==> src/rtl/store_write_buffer_if.sv <==
// Bus bundle for the store write buffer: MEM-stage store/load port, memory drain port and fence.
// The master side is the pipeline/memory environment, the slave side is the buffer.
interface store_write_buffer_if #(
    parameter int ADDR_W = 32,
    parameter int DATA_W = 32
);
    logic              st_valid;
    logic              st_ready;
    logic [ADDR_W-1:0] st_addr;
    logic [DATA_W-1:0] st_data;

    logic              ld_req;
    logic [ADDR_W-1:0] ld_addr;
    logic              ld_hit;
    logic [DATA_W-1:0] ld_data;

    logic              mem_valid;
    logic              mem_ready;
    logic [ADDR_W-1:0] mem_addr;
    logic [DATA_W-1:0] mem_data;

    logic              fence;

    modport master (
        output st_valid, st_addr, st_data, ld_req, ld_addr, mem_ready, fence,
        input  st_ready, ld_hit, ld_data, mem_valid, mem_addr, mem_data
    );

    modport slave (
        input  st_valid, st_addr, st_data, ld_req, ld_addr, mem_ready, fence,
        output st_ready, ld_hit, ld_data, mem_valid, mem_addr, mem_data
    );
endinterface

==> src/rtl/store_write_buffer.sv <==
// Posted-write buffer between MEM stage and data memory: in-order circular FIFO of word stores
// with store-to-load forwarding and coalescing of repeated stores to a non-head entry.
module store_write_buffer #(
    parameter int DEPTH  = 4,
    parameter int ADDR_W = 32,
    parameter int DATA_W = 32
) (
    input  logic                    clock,
    input  logic                    reset,
    store_write_buffer_if.slave     bus,
    output logic [$clog2(DEPTH):0]  count,
    output logic                    idle
);
    localparam int PTR_W = $clog2(DEPTH);
    localparam int CNT_W = PTR_W + 1;
    localparam int WA_W  = ADDR_W - 2;

    logic [DEPTH-1:0]  ent_valid;
    logic [WA_W-1:0]   ent_addr [DEPTH];
    logic [DATA_W-1:0] ent_data [DEPTH];
    logic [PTR_W-1:0]  rd_ptr;
    logic [PTR_W-1:0]  wr_ptr;
    logic [CNT_W-1:0]  count_q;

    logic [WA_W-1:0]   st_waddr;
    logic [WA_W-1:0]   ld_waddr;
    logic              empty;
    logic              full;
    logic              coalesce_hit;
    logic [PTR_W-1:0]  coalesce_idx;
    logic              head_hit;
    logic              young_hit;
    logic [PTR_W-1:0]  young_idx;
    logic              st_ready;
    logic              accept;
    logic              alloc;
    logic              drain;
    logic              ld_hit;
    logic [DATA_W-1:0] ld_data;
    logic              unused_addr_bits;

    assign st_waddr = bus.st_addr[ADDR_W-1:2];
    assign ld_waddr = bus.ld_addr[ADDR_W-1:2];
    assign unused_addr_bits = ^{bus.st_addr[1:0], bus.ld_addr[1:0]};

    assign empty = (count_q == '0);
    assign full  = (count_q == CNT_W'(DEPTH));

    // The head may already be in flight, so only younger entries are coalescing targets.
    always_comb begin
        coalesce_hit = 1'b0;
        coalesce_idx = '0;
        for (int i = 0; i < DEPTH; i++) begin
            if (ent_valid[i] && (ent_addr[i] == st_waddr) && (PTR_W'(i) != rd_ptr)) begin
                coalesce_hit = 1'b1;
                coalesce_idx = PTR_W'(i);
            end
        end
    end

    // At most one non-head entry can share an address, and it is always younger than the head.
    always_comb begin
        young_hit = 1'b0;
        young_idx = '0;
        for (int i = 0; i < DEPTH; i++) begin
            if (ent_valid[i] && (ent_addr[i] == ld_waddr) && (PTR_W'(i) != rd_ptr)) begin
                young_hit = 1'b1;
                young_idx = PTR_W'(i);
            end
        end
    end

    assign head_hit = ent_valid[rd_ptr] && (ent_addr[rd_ptr] == ld_waddr);

    always_comb begin
        ld_hit  = bus.ld_req && (head_hit || young_hit);
        ld_data = '0;
        if (ld_hit) begin
            ld_data = young_hit ? ent_data[young_idx] : ent_data[rd_ptr];
        end
    end

    assign st_ready = !bus.fence && (!full || coalesce_hit);
    assign accept   = bus.st_valid && st_ready;
    assign alloc    = accept && !coalesce_hit;
    assign drain    = !empty && bus.mem_ready;

    assign bus.st_ready  = st_ready;
    assign bus.ld_hit    = ld_hit;
    assign bus.ld_data   = ld_data;
    assign bus.mem_valid = !empty;
    assign bus.mem_addr  = empty ? '0 : {ent_addr[rd_ptr], 2'b00};
    assign bus.mem_data  = empty ? '0 : ent_data[rd_ptr];
    assign count = count_q;
    assign idle  = empty;

    always_ff @(posedge clock) begin
        if (reset) begin
            ent_valid <= '0;
            rd_ptr    <= '0;
            wr_ptr    <= '0;
            count_q   <= '0;
        end else begin
            if (drain) begin
                ent_valid[rd_ptr] <= 1'b0;
                rd_ptr            <= rd_ptr + PTR_W'(1);
            end
            if (alloc) begin
                ent_valid[wr_ptr] <= 1'b1;
                wr_ptr            <= wr_ptr + PTR_W'(1);
            end
            case ({alloc, drain})
                2'b10:   count_q <= count_q + CNT_W'(1);
                2'b01:   count_q <= count_q - CNT_W'(1);
                default: count_q <= count_q;
            endcase
        end
    end

    // Payload needs no reset: every read of it is qualified by a valid bit or the empty flag.
    always_ff @(posedge clock) begin
        if (alloc) begin
            ent_addr[wr_ptr] <= st_waddr;
            ent_data[wr_ptr] <= bus.st_data;
        end else if (accept) begin
            ent_data[coalesce_idx] <= bus.st_data;
        end
    end
endmodule
==> src/flat_wrapper.sv <==
// flat-port wrapper written by rule: the top's interface ports become plain ports
module store_write_buffer_flat 
#(
    parameter int DEPTH  = 4,
    parameter int ADDR_W = 32,
    parameter int DATA_W = 32
)
  (clock, reset, count, idle, bus_st_valid, bus_st_addr, bus_st_data, bus_ld_req, bus_ld_addr, bus_mem_ready, bus_fence, bus_st_ready, bus_ld_hit, bus_ld_data, bus_mem_valid, bus_mem_addr, bus_mem_data);
  store_write_buffer_if #(.ADDR_W(ADDR_W), .DATA_W(DATA_W)) bus_i ();
  input  logic clock;
  input  logic reset;
  output logic [$clog2(DEPTH):0] count;
  output logic idle;
  input wire logic [$bits(bus_i.st_valid)-1:0] bus_st_valid;
  input wire logic [$bits(bus_i.st_addr)-1:0] bus_st_addr;
  input wire logic [$bits(bus_i.st_data)-1:0] bus_st_data;
  input wire logic [$bits(bus_i.ld_req)-1:0] bus_ld_req;
  input wire logic [$bits(bus_i.ld_addr)-1:0] bus_ld_addr;
  input wire logic [$bits(bus_i.mem_ready)-1:0] bus_mem_ready;
  input wire logic [$bits(bus_i.fence)-1:0] bus_fence;
  output wire logic [$bits(bus_i.st_ready)-1:0] bus_st_ready;
  output wire logic [$bits(bus_i.ld_hit)-1:0] bus_ld_hit;
  output wire logic [$bits(bus_i.ld_data)-1:0] bus_ld_data;
  output wire logic [$bits(bus_i.mem_valid)-1:0] bus_mem_valid;
  output wire logic [$bits(bus_i.mem_addr)-1:0] bus_mem_addr;
  output wire logic [$bits(bus_i.mem_data)-1:0] bus_mem_data;
  assign bus_i.st_valid = bus_st_valid;
  assign bus_i.st_addr = bus_st_addr;
  assign bus_i.st_data = bus_st_data;
  assign bus_i.ld_req = bus_ld_req;
  assign bus_i.ld_addr = bus_ld_addr;
  assign bus_i.mem_ready = bus_mem_ready;
  assign bus_i.fence = bus_fence;
  assign bus_st_ready = bus_i.st_ready;
  assign bus_ld_hit = bus_i.ld_hit;
  assign bus_ld_data = bus_i.ld_data;
  assign bus_mem_valid = bus_i.mem_valid;
  assign bus_mem_addr = bus_i.mem_addr;
  assign bus_mem_data = bus_i.mem_data;
  store_write_buffer #(.DEPTH(DEPTH), .ADDR_W(ADDR_W), .DATA_W(DATA_W)) u_core (.clock(clock), .reset(reset), .bus(bus_i), .count(count), .idle(idle));
endmodule
==> config.mk <==
export PLATFORM = sky130hd
export DESIGN_NAME = store_write_buffer_flat
export DESIGN_NICKNAME = d
export VERILOG_FILES = /design/src/rtl/store_write_buffer_if.sv /design/src/rtl/store_write_buffer.sv /design/src/flat_wrapper.sv
export SDC_FILE = /design/constraint.sdc
export NUM_CORES = 1
export LEC_CHECK = 0
export CAP_MARGIN = 20
export CORE_MARGIN = 3
export CORE_UTILIZATION = 30
export DETAILED_ROUTE_END_ITERATION = 8
export HOLD_SLACK_MARGIN = 0.05
export SLEW_MARGIN = 40
export SYNTH_ARGS = -nofsm -noshare
export SYNTH_HDL_FRONTEND = slang
export SYNTH_SLANG_ARGS = --single-unit
==> constraint.sdc <==
create_clock -name clock -period 6 [get_ports clock]
set_input_delay 1.2 -clock clock [delete_from_list [all_inputs] [get_ports clock]]
set_output_delay 1.2 -clock clock [all_outputs]
set_load 0.02 [all_outputs]
==> results of run 1 <==
[worst min path at each step]
| stage | end | from | slack [ns] |
|---|---|---|---|
| floorplan | u_core.ent_valid[2] | u_core.ent_valid[2] | 0.48 |
| global placement | u_core.count[2] | u_core.count[2] | 0.50 |
| detailed placement | u_core.ent_valid[1] | u_core.ent_valid[1] | 0.51 |
| CTS | u_core.ent_valid[1] | u_core.ent_valid[1] | 0.54 |
| global route | u_core.ent_valid[2] | u_core.ent_valid[2] | 0.57 |
| finish | u_core.ent_valid[3] | u_core.ent_valid[3] | 0.54 |
[worst max-delay path, stage by stage]
cell             delay (ns)
clkdlybuf4s50_1        0.52
xor2_1                 0.19
buf_4                  0.17
nor3_1                 0.23
nand4_1                0.27
buf_4                  0.23
a211oi_4               0.63
buf_4                  0.25
a221oi_1               0.07
a21o_1                 0.17
a311oi_1               0.30
buf_4                  0.17
dlygate4sd2_1          0.34
[area by class of cell]
cell class	instances	area share, %
Clock buffer	39	4.26
Clock inverter	17	0.848
Tap cell	672	4.19
Sequential cell	261	38.4
Antenna cell	2	0.0249
Multi-Input combinational cell	810	35.8
Timing Repair Buffer	327	15.5
Inverter	51	0.953
[cells by family (layout without fill, tap and decap cells)]
kind of cell / count (synthesis) / count (layout) / synth area share [%]
and+or+nand+nor: 268 / 268 / 9.69
xor gates and xnor gates: 263 / 263 / 14.9
DFF: 261 / 261 / 49.9
AOI/OAI and AO/OA: 174 / 174 / 10.4
buffers and inverters: 143 / 434 / 4.28
muxes: 93 / 93 / 9.98
adders and majority gates: 10 / 10 / 0.858
other: 1 / 4 / 0.0243
[layout by cell type (no fill, tap or decap), types with 6 or more instances in the layout]
cell,instances
edfxtp_1,248
xor2_1,211
clkdlybuf4s50_1,166
buf_4,112
nor4_1,73
nor2_1,60
and2_1,54
inv_1,51
xnor2_1,49
mux4_2,47
a221oi_1,36
nand4_1,33
o211ai_1,32
a21o_1,32
clkbuf_16,31
a311oi_2,30
mux2i_1,30
dlygate4sd2_1,21
mux2_2,14
buf_12,13
nor3_1,11
dfxtp_1,11
nand2_1,9
ha_1,9
clkinv_2,8
dlymetal6s2s_1,8
nand2b_1,7
o22ai_1,7
a22oi_1,6
[per-layer routing]
metal / wire (um) / share of wire (%) / track usage, % / up-vias
met5: 60 / 0.11 / 0 / -
met4: 2000 / 3.6 / 6.83 / 8
met3: 4580 / 8.2 / 4.73 / 95
met2: 25700 / 46 / 32.1 / 491
met1: 23300 / 42 / 26.5 / 5872
li1: - / - / - / 5152
[sequential cells by signal, indices dropped and copies added, names as in the netlist, named ones only]
name	flops
u_core.count	3
u_core.ent_addr	120
u_core.ent_data	128
u_core.ent_valid	4
u_core.rd_ptr	2
u_core.wr_ptr	2
[power breakdown]
group / internal, mW / switching (mW)
Clock: 1.13 / 0.777
Sequential: 2.08 / 0.120
Combinational: 1.01 / 1.25
[through the flow]
stage                     setup WS [ns]  cell area [um^2]  util, %  setup TNS [ns]
after global routing            -0.0822             20100     39.8          -0.112
after detailed placement         -0.189             19000     37.6           -2.97
after global placement           -0.275             19000     37.6           -2.66
after floorplan                   0.436             15500        -               0
after CTS                       -0.0281             20000     39.7         -0.0719
final                            0.0609             20100     39.8               0
[what timing repair did]
item,CTS,global route
hold buffers,0,0
pin swaps,2,1
buffers inserted,1,2
gates resized for setup,33,17
setup endpoints to repair,33,11
==> metrics.txt, run 1 <==
Avg Inst Size Synth=12.7 um^2; top cell type's share of synthesized area=48.2%; Setup crit end=bus_ld_data[0]; initial antenna violation count=6; #FFs+latches synth=261; Die Y=233 um; final slew viol count=0; Syn Std Cell Area=15400 um^2; root buf cell=clkbuf_16; Seq/Total Area, Yosys=49.9%; num rows=82; TritonCTS Buffers=30; via count of the routed design=11600; clk buf depth=3; GP Congestion=0.970; CP startpoint=bus_ld_addr[13]; DRC viols=0; nets=1593; routed len/inst=25.5 um; Pleak=6.94 nW; drt first pass iters=4; # fillers=4864; CP Max Fanout=7; worst-skew pair later-pin latency=0.58 ns; first-pass GRT wire length=79.8 mm; clock sink total=261; Die ar.=54300 um^2; Area growth syn-to-layout=30.0%; library cells used by synthesis=59; synth warn=0; TritonCTS clock tree=built; Worst VDD drop=0.211 mV; ys async rst share=0%; grt total ovfl=0; Worst Hold Depth=2; RR Endpoint=u_core.ent_data[0][15]; max-cap viol count=0; Max-slew headroom=38.1%; placed instance count=2118; HPWL Detailed=40.7 mm; Tightest Hold Check Type=reg -> reg; Total GRT Usage=20.0%; top post-synthesis cells by area=edfxtp_1, xor2_1, mux4_2; largest net degree at the start of global routing=57; commonest cells in the netlist=edfxtp_1, xor2_1, nor4_1; vias per cell=5.33; EDFF count, synth=248; core area=50500 um^2; CP required=4.80 ns; count leader, synth=edfxtp_1; Critical Path End Type=output port; Setup crit start kind=input pin; DRT iter0 DRCs=1072; crit share post-route=99.0%; CP Class=in -> out; Worst Tran Pin Value=0.921 ns; Clk pin slew, worst setup/hold paths=0.06 ns; Chip Width=233 um; top_reg_cell synth=edfxtp_1; f_max=0.168 GHz; area occupied by registers=7710 um^2; largest area contributor in the netlist=edfxtp_1; final hold violations=0; antenna viol nets, final=0; Buffers on Ports=198; fin cells=2179; vias in the first global route=11900; status=completed; gate count of the mapped netlist=1213; final clock skew=0.0169 ns; initial core utilization=30.6%; R2R cell count=10; Power Total=6.37 mW; PwrDens=317 nW/um^2; unrepaired setup endpoints after global routing=true; fin crit period=5.94 ns; H-tree Lvls=1; # IOs=205; layout cells sized above 1=19.7%; WP data arrival=4.74 ns; Post-Route WL=55.6 mm; Reg2Reg Launch Point=u_core.rd_ptr[0]; multi-input logic area=7190 um^2; final hold slack=0.535 ns; Final Setup Violations=0; reg2reg setup slack=1.85 ns
Note: power is estimated with default switching activity, not from simulation.
==> inputs of run 2 (changes only) <==
Settings changed: ABC_AREA set to 1.
==> metrics.txt, run 2 <==
R2R cell count=17 (+7); TritonCTS Buffers=34 (+13%); layout cells sized above 1=5.65% (-14 points); routed len/inst=22.9 um (-10%); final clock skew=0.0134 ns (-0.00352 ns); initial core utilization=30.6% (about the same); Worst Tran Pin Value=0.792 ns (-0.129 ns); worst-skew pair later-pin latency=0.55 ns (-0.03 ns); RR Endpoint=u_core.count[2]; # IOs=205 (unchanged); Buffers on Ports=198 (unchanged); vias per cell=5.09 (-4.5%); Total GRT Usage=24.3% (+4.3 points); drt first pass iters=6 (+2); largest net degree at the start of global routing=97 (+70%); commonest non-fill, non-tap cells in the layout=nand2_1, nor2_1, edfxtp_1; HPWL Detailed=52.2 mm (+28%); Die Y=241 um (+3.6%); Worst Hold Depth=2 (unchanged); f_max=0.173 GHz (+2.5%); Endpoint, Worst Hold=u_core.count[2]; count leader, synth=nand2_1; clock sink total=261 (unchanged); Chip Width=241 um (+3.6%); initial antenna violation count=5 (-1); DRT iter0 DRCs=1855 (+73%); Tightest Hold Check Type=reg -> reg; antenna viol nets, final=0 (unchanged); Clk pin slew, worst setup/hold paths=0.05 ns (about the same); clk buf depth=3 (unchanged); CP required=4.80 ns (about the same); Seq/Total Area, Yosys=46.4% (-3.5 points); Worst VDD drop=0.294 mV (+39%); first-pass GRT wire length=102 mm (+28%); DRC viols=0 (unchanged); crit share post-route=96.6% (-2.4 points); Die ar.=58200 um^2 (+7.2%); vias in the first global route=14900 (+25%); Biggest register=u_core.ent_data; Power Total=6.77 mW (+6.2%); max FFs per register=128 (unchanged); Post CTS Setup Buffer Count=0 (-1); root buf cell=clkbuf_16; gate count of the mapped netlist=2250 (+85%); final hold slack=0.548 ns (+0.0131 ns); grt total ovfl=0 (unchanged); CP Max Fanout=32 (+25); final hold violations=0 (unchanged); Critical Path End Type=output port; library cells used by synthesis=36 (-39%); EDFF count, synth=248 (unchanged); Final Util=37.9% (-1.9 points); GP Congestion=0.980 (+1.0%); hold_buf cts=0 (unchanged); Pleak=8.67 nW (+25%); nets=2550 (+60%); commonest cells in the netlist=nand2_1, nor2_1, edfxtp_1; TritonCTS clock tree=built; unrepaired setup endpoints after global routing=false; #FFs+latches synth=261 (unchanged); max-cap viol count=0 (unchanged); top_reg_cell synth=edfxtp_1; H-tree Lvls=2 (+1); Setup crit start kind=input pin; Post-Route WL=72.5 mm (+30%); WP data arrival=4.60 ns (-0.14 ns); status=completed; largest area contributor in the netlist=edfxtp_1; Regs by FF count=u_core.ent_data (128), u_core.ent_addr (120), u_core.ent_valid (4); core area=54200 um^2 (+7.5%); Syn Std Cell Area=16600 um^2 (+7.4%); num rows=85 (+3.7%); Area growth syn-to-layout=23.8%; commonest non-fill, non-tap cell in the layout=nand2_1; TNS Setup=0 ns (unchanged); top post-synthesis cells by area=edfxtp_1, nand2_1, nor2_1; fin crit period=5.80 ns (-0.142 ns); CP Class=in -> out; Reg2Reg Launch Point=u_core.ent_addr[1][6]; Max-slew headroom=47.2% (+9.2 points); ys async rst share=0% (unchanged); Hold Crit Start=u_core.count[2]; synth warn=0 (unchanged); Final Setup Violations=0 (unchanged); PwrDens=329 nW/um^2 (+3.8%); Avg Inst Size Synth=7.38 um^2 (-42%); via count of the routed design=16100 (+39%); reg2reg setup slack=2.48 ns (+0.63 ns); top cell type's share of synthesized area=44.9% (-3.3 points); final slew viol count=0 (unchanged)
-- run 2: cell types whose count changed in the layout (fill, tap and decap cells not counted), moves of 53 or more --
cell and change:
inv_1 +187, nand3_1 +134, buf_4 -69, o21ai_0 +95
nor2_1 +258, a21oi_1 +110, nor4_1 -73, and2_1 -53
nand2_1 +738, xor2_1 -165
-- run 2: cell families after synthesis --
kind of cell,Yosys count,share of synthesized area (%)
fa+ha+maj,10,0.799
xor+xnor,95,5.01
flops,261,46.4
simple gates,1264,30.4
other cells,1,0.0226
buf+inv,361,9.32
compound gates,258,7.98
-- run 2: final cells by class --
class,instances,area (um^2)
sequential,261,7710
tap,696,871
clock inverter,16,104
inverter,258,973
multi-input combinational,1629,7420
antenna,5,12.5
fill,5612,33700
clock buffer,44,910
timing repair buffer,254,2540
-- run 2: report_power, final --
part / leakage [nW] / internal [mW] / switching [mW] / total [mW]
sequential: 2.36 / 2.08 / 0.0630 / 2.14
combinational: 5.82 / 0.930 / 1.81 / 2.74
clock: 0.489 / 1.08 / 0.811 / 1.89
-- run 2: worst max-delay path by stage --
stage                                from                     to  cells after the start
final                     bus_ld_addr[15]        bus_ld_data[26]                     14
after global routing       bus_ld_addr[5]        bus_ld_data[26]                     15
after CTS                  bus_ld_addr[9]        bus_ld_data[26]                     13
after detailed placement   bus_ld_addr[9]        bus_ld_data[26]                     13
after global placement     bus_ld_addr[9]        bus_ld_data[26]                     13
after floorplan           bus_st_addr[20]  u_core.ent_data[0][0]                     16
-- run 2: metal layers --
layer | global-route usage, % | share of wire, % | wire length, um | up-vias
met5 | 0 | 0.015 | 11 | -
met4 | 7.35 | 2.5 | 1820 | 2
met3 | 3.23 | 7.7 | 5550 | 101
met2 | 38.7 | 46 | 33400 | 766
met1 | 34.6 | 44 | 31700 | 7671
li1 | - | - | - | 7567
-- run 2: worst max-delay path, stage by stage --
cell             delay (ns)
clkdlybuf4s50_1        0.64
xnor2_1                0.53
nand2_1                0.10
nor3_1                 0.15
nand2_1                0.11
nor2_1                 0.22
nand2_2                0.13
nand2_2                0.13
buf_12                 0.24
nor2_1                 0.08
nand2_1                0.06
a21oi_1                0.07
nor2_1                 0.24
clkdlybuf4s50_1        0.66
-- run 2: metrics by stage --
step	setup WS [ns]	std cells	area [um^2]
after floorplan	1.86	2251	16600
after global placement	0.197	3097	19500
after detailed placement	0.210	3098	19500
after CTS	0.190	3158	20500
after global routing	0.0869	3161	20500
final	0.203	3163	20500
-- run 2: what timing repair did --
item                                    in CTS  in global routing
endpoints found under the setup margin       0                  1
endpoints found under the hold margin        0                  0
gates resized for setup                      0                  2
